### config.mk
export PLATFORM = sky130hd
export DESIGN_NAME = nibble_sequencer_flat
export DESIGN_NICKNAME = d
export VERILOG_FILES = /design/src/rtl/nibble_sequencer_if.sv /design/src/rtl/nibble_sequencer.sv /design/src/flat_wrapper.sv
export SDC_FILE = /design/constraint.sdc
export NUM_CORES = 1
export LEC_CHECK = 0
export CAP_MARGIN = 20
export CORE_MARGIN = 3
export CORE_UTILIZATION = 40
export DETAILED_ROUTE_END_ITERATION = 8
export PLACE_DENSITY = 0.78
export SLEW_MARGIN = 25
export SYNTH_ARGS = -nofsm -noshare
export SYNTH_HDL_FRONTEND = slang
export SYNTH_SLANG_ARGS = --single-unit
### constraint.sdc
create_clock -name clk -period 1.86 [get_ports clk]
set_clock_uncertainty 0.2 [all_clocks]
set_input_delay 0.279 -clock clk [delete_from_list [all_inputs] [get_ports clk]]
set_output_delay 0.279 -clock clk [all_outputs]
set_load 0.01 [all_outputs]
### src/rtl/nibble_sequencer_if.sv
// Run-control and fetch bus between the nibble sequencer and its controller.
// Groups debug handshake, decoder strobes and fetch/flag outputs.
interface nibble_sequencer_if #(
  parameter int ADDR_W = 12
);
  logic              run_en;
  logic              step_req;
  logic [7:0]        prog_byte;
  logic              inc_pc;
  logic              load_pc;
  logic              load_flags;
  logic [ADDR_W-1:0] load_addr;
  logic              alu_c;
  logic              alu_z;
  logic [ADDR_W-1:0] pc;
  logic              phase;
  logic [3:0]        instr;
  logic [3:0]        oprnd;
  logic              c_flag;
  logic              z_flag;
  logic              running;
  logic              step_ack;

  modport master (
    output run_en, step_req, prog_byte,
    output inc_pc, load_pc, load_flags,
    output load_addr, alu_c, alu_z,
    input  pc, phase, instr, oprnd,
    input  c_flag, z_flag, running, step_ack
  );

  modport slave (
    input  run_en, step_req, prog_byte,
    input  inc_pc, load_pc, load_flags,
    input  load_addr, alu_c, alu_z,
    output pc, phase, instr, oprnd,
    output c_flag, z_flag, running, step_ack
  );
endinterface

### src/rtl/nibble_sequencer.sv
// Nibble CPU sequencer: PC, fetch/execute phase, fetch register, C/Z flags,
// plus halt / run / single-step control with a step acknowledge pulse.
module nibble_sequencer #(
  parameter int              ADDR_W   = 12,
  parameter logic [ADDR_W-1:0] RESET_PC = '0
) (
  input logic          clk,
  input logic          reset,
  nibble_sequencer_if.slave bus
);

  typedef enum logic [1:0] {
    IDLE,
    RUN,
    STEP
  } state_e;

  state_e            state_q, state_d;
  logic [ADDR_W-1:0] pc_q, pc_d;
  logic              phase_q, phase_d;
  logic [7:0]        fetch_q, fetch_d;
  logic              c_q, c_d;
  logic              z_q, z_d;
  logic              ack_q, ack_d;
  logic              armed_q, armed_d;
  logic              active;

  assign active = (state_q != IDLE);

  always_comb begin
    pc_d    = pc_q;
    phase_d = phase_q;
    fetch_d = fetch_q;
    c_d     = c_q;
    z_d     = z_q;
    if (active) begin
      phase_d = ~phase_q;
      if (!phase_q) begin
        fetch_d = bus.prog_byte;
      end else if (bus.load_flags) begin
        c_d = bus.alu_c;
        z_d = bus.alu_z;
      end
      if (bus.load_pc) begin
        pc_d = bus.load_addr;
      end else if (bus.inc_pc) begin
        pc_d = pc_q + ADDR_W'(1);
      end
    end
  end

  // Halts only leave from an execute cycle, so IDLE always sits at phase 0.
  always_comb begin
    state_d = state_q;
    ack_d   = 1'b0;
    armed_d = armed_q | ~bus.step_req;
    unique case (state_q)
      IDLE: begin
        if (bus.run_en) begin
          state_d = RUN;
        end else if (bus.step_req && armed_q) begin
          state_d = STEP;
          armed_d = 1'b0;
        end
      end
      RUN: begin
        if (phase_q && !bus.run_en) state_d = IDLE;
      end
      STEP: begin
        if (phase_q) begin
          state_d = IDLE;
          ack_d   = 1'b1;
        end
      end
      default: state_d = IDLE;
    endcase
  end

  always_ff @(posedge clk) begin
    if (!reset) begin
      state_q <= IDLE;
      pc_q    <= RESET_PC;
      phase_q <= 1'b0;
      fetch_q <= 8'h00;
      c_q     <= 1'b0;
      z_q     <= 1'b0;
      ack_q   <= 1'b0;
      armed_q <= 1'b1;
    end else begin
      state_q <= state_d;
      pc_q    <= pc_d;
      phase_q <= phase_d;
      fetch_q <= fetch_d;
      c_q     <= c_d;
      z_q     <= z_d;
      ack_q   <= ack_d;
      armed_q <= armed_d;
    end
  end

  assign bus.pc       = pc_q;
  assign bus.phase    = phase_q;
  assign bus.instr    = fetch_q[7:4];
  assign bus.oprnd    = fetch_q[3:0];
  assign bus.c_flag   = c_q;
  assign bus.z_flag   = z_q;
  assign bus.running  = active;
  assign bus.step_ack = ack_q;

endmodule

### src/flat_wrapper.sv
// flat-port wrapper written by rule: the top's interface ports become plain ports
module nibble_sequencer_flat 
#(
  parameter int              ADDR_W   = 12,
  parameter logic [ADDR_W-1:0] RESET_PC = '0
)
  (clk, reset, bus_run_en, bus_step_req, bus_prog_byte, bus_inc_pc, bus_load_pc, bus_load_flags, bus_load_addr, bus_alu_c, bus_alu_z, bus_pc, bus_phase, bus_instr, bus_oprnd, bus_c_flag, bus_z_flag, bus_running, bus_step_ack);
  nibble_sequencer_if #(.ADDR_W(ADDR_W)) bus_i ();
  input logic clk;
  input logic reset;
  input wire logic [$bits(bus_i.run_en)-1:0] bus_run_en;
  input wire logic [$bits(bus_i.step_req)-1:0] bus_step_req;
  input wire logic [$bits(bus_i.prog_byte)-1:0] bus_prog_byte;
  input wire logic [$bits(bus_i.inc_pc)-1:0] bus_inc_pc;
  input wire logic [$bits(bus_i.load_pc)-1:0] bus_load_pc;
  input wire logic [$bits(bus_i.load_flags)-1:0] bus_load_flags;
  input wire logic [$bits(bus_i.load_addr)-1:0] bus_load_addr;
  input wire logic [$bits(bus_i.alu_c)-1:0] bus_alu_c;
  input wire logic [$bits(bus_i.alu_z)-1:0] bus_alu_z;
  output wire logic [$bits(bus_i.pc)-1:0] bus_pc;
  output wire logic [$bits(bus_i.phase)-1:0] bus_phase;
  output wire logic [$bits(bus_i.instr)-1:0] bus_instr;
  output wire logic [$bits(bus_i.oprnd)-1:0] bus_oprnd;
  output wire logic [$bits(bus_i.c_flag)-1:0] bus_c_flag;
  output wire logic [$bits(bus_i.z_flag)-1:0] bus_z_flag;
  output wire logic [$bits(bus_i.running)-1:0] bus_running;
  output wire logic [$bits(bus_i.step_ack)-1:0] bus_step_ack;
  assign bus_i.run_en = bus_run_en;
  assign bus_i.step_req = bus_step_req;
  assign bus_i.prog_byte = bus_prog_byte;
  assign bus_i.inc_pc = bus_inc_pc;
  assign bus_i.load_pc = bus_load_pc;
  assign bus_i.load_flags = bus_load_flags;
  assign bus_i.load_addr = bus_load_addr;
  assign bus_i.alu_c = bus_alu_c;
  assign bus_i.alu_z = bus_alu_z;
  assign bus_pc = bus_i.pc;
  assign bus_phase = bus_i.phase;
  assign bus_instr = bus_i.instr;
  assign bus_oprnd = bus_i.oprnd;
  assign bus_c_flag = bus_i.c_flag;
  assign bus_z_flag = bus_i.z_flag;
  assign bus_running = bus_i.running;
  assign bus_step_ack = bus_i.step_ack;
  nibble_sequencer #(.ADDR_W(ADDR_W), .RESET_PC(RESET_PC)) u_core (.clk(clk), .reset(reset), .bus(bus_i));
endmodule
Word level (Yosys, flattened, before mapping). Cells that the tools add are included.

Output and inout bits: 25. Input port bits: 29. Logic and storage cells: 39. Flip-flop bits (word level): 27.

Muxes and demuxes: 11. Bitwise gates (word level): 3. Reduce and logical (&&, ||, !) cells: 11. Equality and inequality tests: 5. Add/subtract/negate cells: 1.

Operators by type and width (number): 2-to-1 mux 12 bit (2); adder 12 x 1 -> 12 bit (second input constant) (1); 2-to-1 mux 2 bit (4); one-hot mux 2 bit (3 select lines) (1); AND reduction 2 bit (3); AND reduction 3 bit (2); 2-to-1 mux 1 bit (4); != test 2 x 1 -> 1 bit (second input constant) (2); nonzero test 2 bit (2); != test 3 x 2 -> 1 bit (second input constant) (1); == test 2 x 1 -> 1 bit (second input constant) (1); == test 2 bit (second input constant) (1); logical AND 1 bit (2); zero test 2 bit (1); inverter 1 bit (2); zero test 1 bit (1); bitwise OR 1 bit (1).

Longest topological paths before layout.
Depth in word-level cells: 5. Mapped depth: 6. Depth with buffers taken out: 5.

Worst setup path before layout. OpenSTA, ideal clock, no wires.

Kind: register -> register. Start point: reg u_core.pc_q[0], in the netlist u_core.bus.pc[0]. End point: reg u_core.pc_q[10], in the netlist u_core.bus.pc[10]. Data arrival time: 1334 ps. Setup time: 74 ps. Required time: 1586 ps. Slack: 252 ps. Path buffers: 0. Cell stages (with the launch flop): 6. Clock period less this slack: 1608 ps. Cell sequence: dfxtp_1 -> ha_1 -> nand4_1 -> nor3_1 -> o221ai_1 -> a31oi_1.

Word-level cells in the longest chain between the ends: 3.

RTL lines: start, declared (RTL line nibble_sequencer.sv:19) `logic [ADDR_W-1:0] pc_q, pc_d;`; start signal, assigned (RTL line nibble_sequencer.sv:91) `pc_q <= pc_d;`; adder 12 x 1 -> 12 bit (RTL line nibble_sequencer.sv:47) `pc_d = pc_q + ADDR_W'(1);`; 2-to-1 mux 12 bit (RTL line nibble_sequencer.sv:46) `end else if (bus.inc_pc) begin`; 2-to-1 mux 12 bit (RTL line nibble_sequencer.sv:44) `if (bus.load_pc) begin`.

Every way passes these cells. The select of a mux whose other input is x is not followed. A chain may end at the register's enable or synchronous reset.

Worst setup path in the final report.
Start point: reg u_core.pc_q[3], in the netlist u_core.bus.pc[3]. End point: out bus_pc[3].

RTL lines: end, declared (RTL line flat_wrapper.sv:20) `output wire logic [$bits(bus_i.pc)-1:0] bus_pc;`.

No word-level cell between the ends.

==> flow_summary.ini <==
[die]
die_h_um = 63.0
pin_count = 54
die_w_um = 63.0
rows = 20
die_area_mm2 = 0.00397
core_mm2 = 0.00308
start_util_pct = 42.2

[clocking]
cts_hold_buffers = 0
clkTransAtPathRegs_ns = 0.16
clock_path_buffers = 2
cts-root-buf = clkbuf_4
cts_sinks = 27
insertion_delay_ns = 0.33
numCtsBuffers = 3
cts_tree = yes
cts_max_level = 1

[sta]
fin_crit_ns = 1.79
setup_tns_ns = 0
hold_viol = 0
drv_slew = 0
relSlewSlack_pct = 67.2
rsz0062_at_grt = false
timing.final.crit_share_pct = 96.1
worst_pin_slew_ns = 0.490
final-setup-viol-count = 0
max_freq_mhz = 559

[cells_and_area]
finalNonFillerCells = 269
fillers = 276
final_util_pct = 64.6
syn_to_final_growth_pct = 53.2
nets = 256
drive_above_1_share_pct = 16.4
diodes = 0

[synthesis]
synth-seq-cells = 27
syn_inst = 165
yosysSeqAreaShare_pct = 41.6
syn_area_mm2 = 0.00130
ys_types = 37
syn_nets = 195
yosysWarnings = 0
yosys_most_used_dff = dfxtp_1
async_reset_ff_share_pct = 0
synth_edf_count = 0
synth_area_per_cell_um2 = 7.87

[worst_setup_path]
cp_max_fo = 7
reg2regPathDepth = 6
crit_chain = clkdlybuf4s50_1
start_kind = flip-flop
critPathMaxStageDelay_ns = 0.56
crit_path_top_delay_cell = clkdlybuf4s50_1
cp_num_buf_inv = 1
path_depth = 1
end_kind = output port
crit_family = buffers and inverters
worst-setup-path-type = reg -> out
required_ns = 1.38
critPathArrivalTime_ns = 1.31

[global_routing]
track_usage_pct = 19.0
grt_max_degree = 21
grt_pass1_wl_um = 6200
grt_pass1_vias = 1296
grt-ovfl-total = 0
antenna_found_initial = 0

[detailed_routing]
vias_per_cell = 5.40
dr.max_layer_used = met4
ant_nets = 0
met1_length_um = 1580
vias = 1452
wl_met3_um = 188
drc_errors = 0
drtPass1Iterations = 4
wl_met2_um = 1940
finalWirelength_um = 3760
avgRoutedWirePerCell_um = 14.0
drt_iter0_drc = 83

[power]
peakVddDrop_mv = 0.439
p_leak_nw = 0.757
p_per_area_mw_per_mm2 = 642

[run_status]
status = complete, no violations

[placement]
place_inst = 263
gp_congestion = 0.746
dpl.hpwl_um = 2780
port_buffers = 53

[min_path]
hp-class = reg -> reg
hold_depth = 2

[job]
cap_violations = 0
[cell type report]
cell class | instances | area [um2] | area share [%]
Timing Repair Buffer | 64 | 614 | 30.9
Clock buffer | 3 | 22.5 | 1.13
Multi-Input combinational cell | 123 | 701 | 35.2
Clock inverter | 1 | 7.51 | 0.377
Sequential cell | 27 | 563 | 28.3
Inverter | 7 | 26.3 | 1.32
Tap cell | 44 | 55.1 | 2.77
[worst paths after layout]
check	startpoint	endpoint	slack (ns)
worst min register to register	u_core.fetch_q[4]	u_core.fetch_q[4]	0.27
worst max register to register	u_core.bus.pc[0]	u_core.bus.pc[10]	0.16
worst min-delay path	u_core.fetch_q[4]	u_core.fetch_q[4]	0.27
worst max-delay path	u_core.bus.pc[3]	bus_pc[3]	0.07
[worst reg2reg max path, cell delays in order, from the launching register on]
cell,delay (ns)
dfxtp_2,0.36
buf_4,0.11
ha_1,0.21
nand4_1,0.15
nor3_2,0.25
o221ai_1,0.18
a31oi_1,0.17
[logic make-up after synthesis]
group / count (synthesis) / synth area share [%]
AOI/OAI and AO/OA: 46 / 22.4
buffers and inverters: 15 / 5.20
adders and majority gates: 1 / 0.963
muxes: 5 / 3.85
DFF: 27 / 41.6
and+or+nand+nor: 71 / 25.9
[flip-flops by register name (all words and copies together) (netlist names)]
name	cells
u_core.armed_q	1
u_core.bus.c_flag	1
u_core.bus.pc	12
u_core.bus.phase	1
u_core.bus.step_ack	1
u_core.bus.z_flag	1
u_core.fetch_q	8
u_core.state_q	2
[synth_stat cells, drive strengths merged, types with 2 or more instances]
master,number,area [um2]
nor2,12,47.6
nand2,34,128
buf,5,30.0
nand3,9,45.0
o22ai,3,25.0
a31oi,6,37.5
o21a,2,15.0
o21ai,7,35.0
o221ai,2,17.5
clkbuf,3,11.3
mux2i,5,50.1
nand4,3,25.0
nor3,6,30.0
nor4,3,33.8
inv,7,26.3
dfxtp,27,541
a21oi,18,90.1
[where the power goes]
part | internal (mW) | switching (mW)
combinational | 0.187 | 0.160
sequential | 0.622 | 0.0393
clock | 0.0822 | 0.187
total | 0.891 | 0.386
[per-layer routing]
| metal | GRT usage [%] | vias up |
|---|---|---|
| li1 | - | 714 |
| met1 | 23.7 | 686 |
| met2 | 33.2 | 46 |
| met3 | 3.24 | 6 |
| met4 | 5.79 | 0 |
| met5 | 0 | - |
[placed cells by master, fill, tap and decap left out, drive strengths merged]
cell type,n
a211oi,1
a21oi,18
a22o,1
a22oi,1
a31oi,6
a32oi,1
a41o,1
and4,1
buf,11
clkbuf,3
clkdlybuf4s50,51
clkinvlp,1
dfxtp,27
dlygate4sd2,1
dlymetal6s2s,1
ha,1
inv,7
mux2i,5
nand2,34
nand2b,1
nand3,9
nand4,3
nor2,12
nor2b,1
nor3,6
nor4,3
o21a,2
o21ai,7
o221a,1
o221ai,2
o22a,1
o22ai,3
o31ai,1
or3,1
[through the flow]
stage | area (um2) | setup slack (ns) | hold slack [ns] | power, mW
4_1_cts | 1970 | 0.0177 | 0.273 | 1.28
2_1_floorplan | 1300 | 0.252 | 0.151 | 0.820
5_1_grt | 1990 | 0.0129 | 0.266 | 1.35
3_3_place_gp | 1910 | 0.0994 | 0.242 | 0.996
3_5_place_dp | 1910 | 0.0318 | 0.255 | 1.01
6_report | 1990 | 0.0723 | 0.271 | 1.28
[what timing repair did]
item                       CTS  global route
buffers inserted             2             0
setup endpoints to repair    7             9
resized for setup           11             9
(Power assumes the default switching activity.)
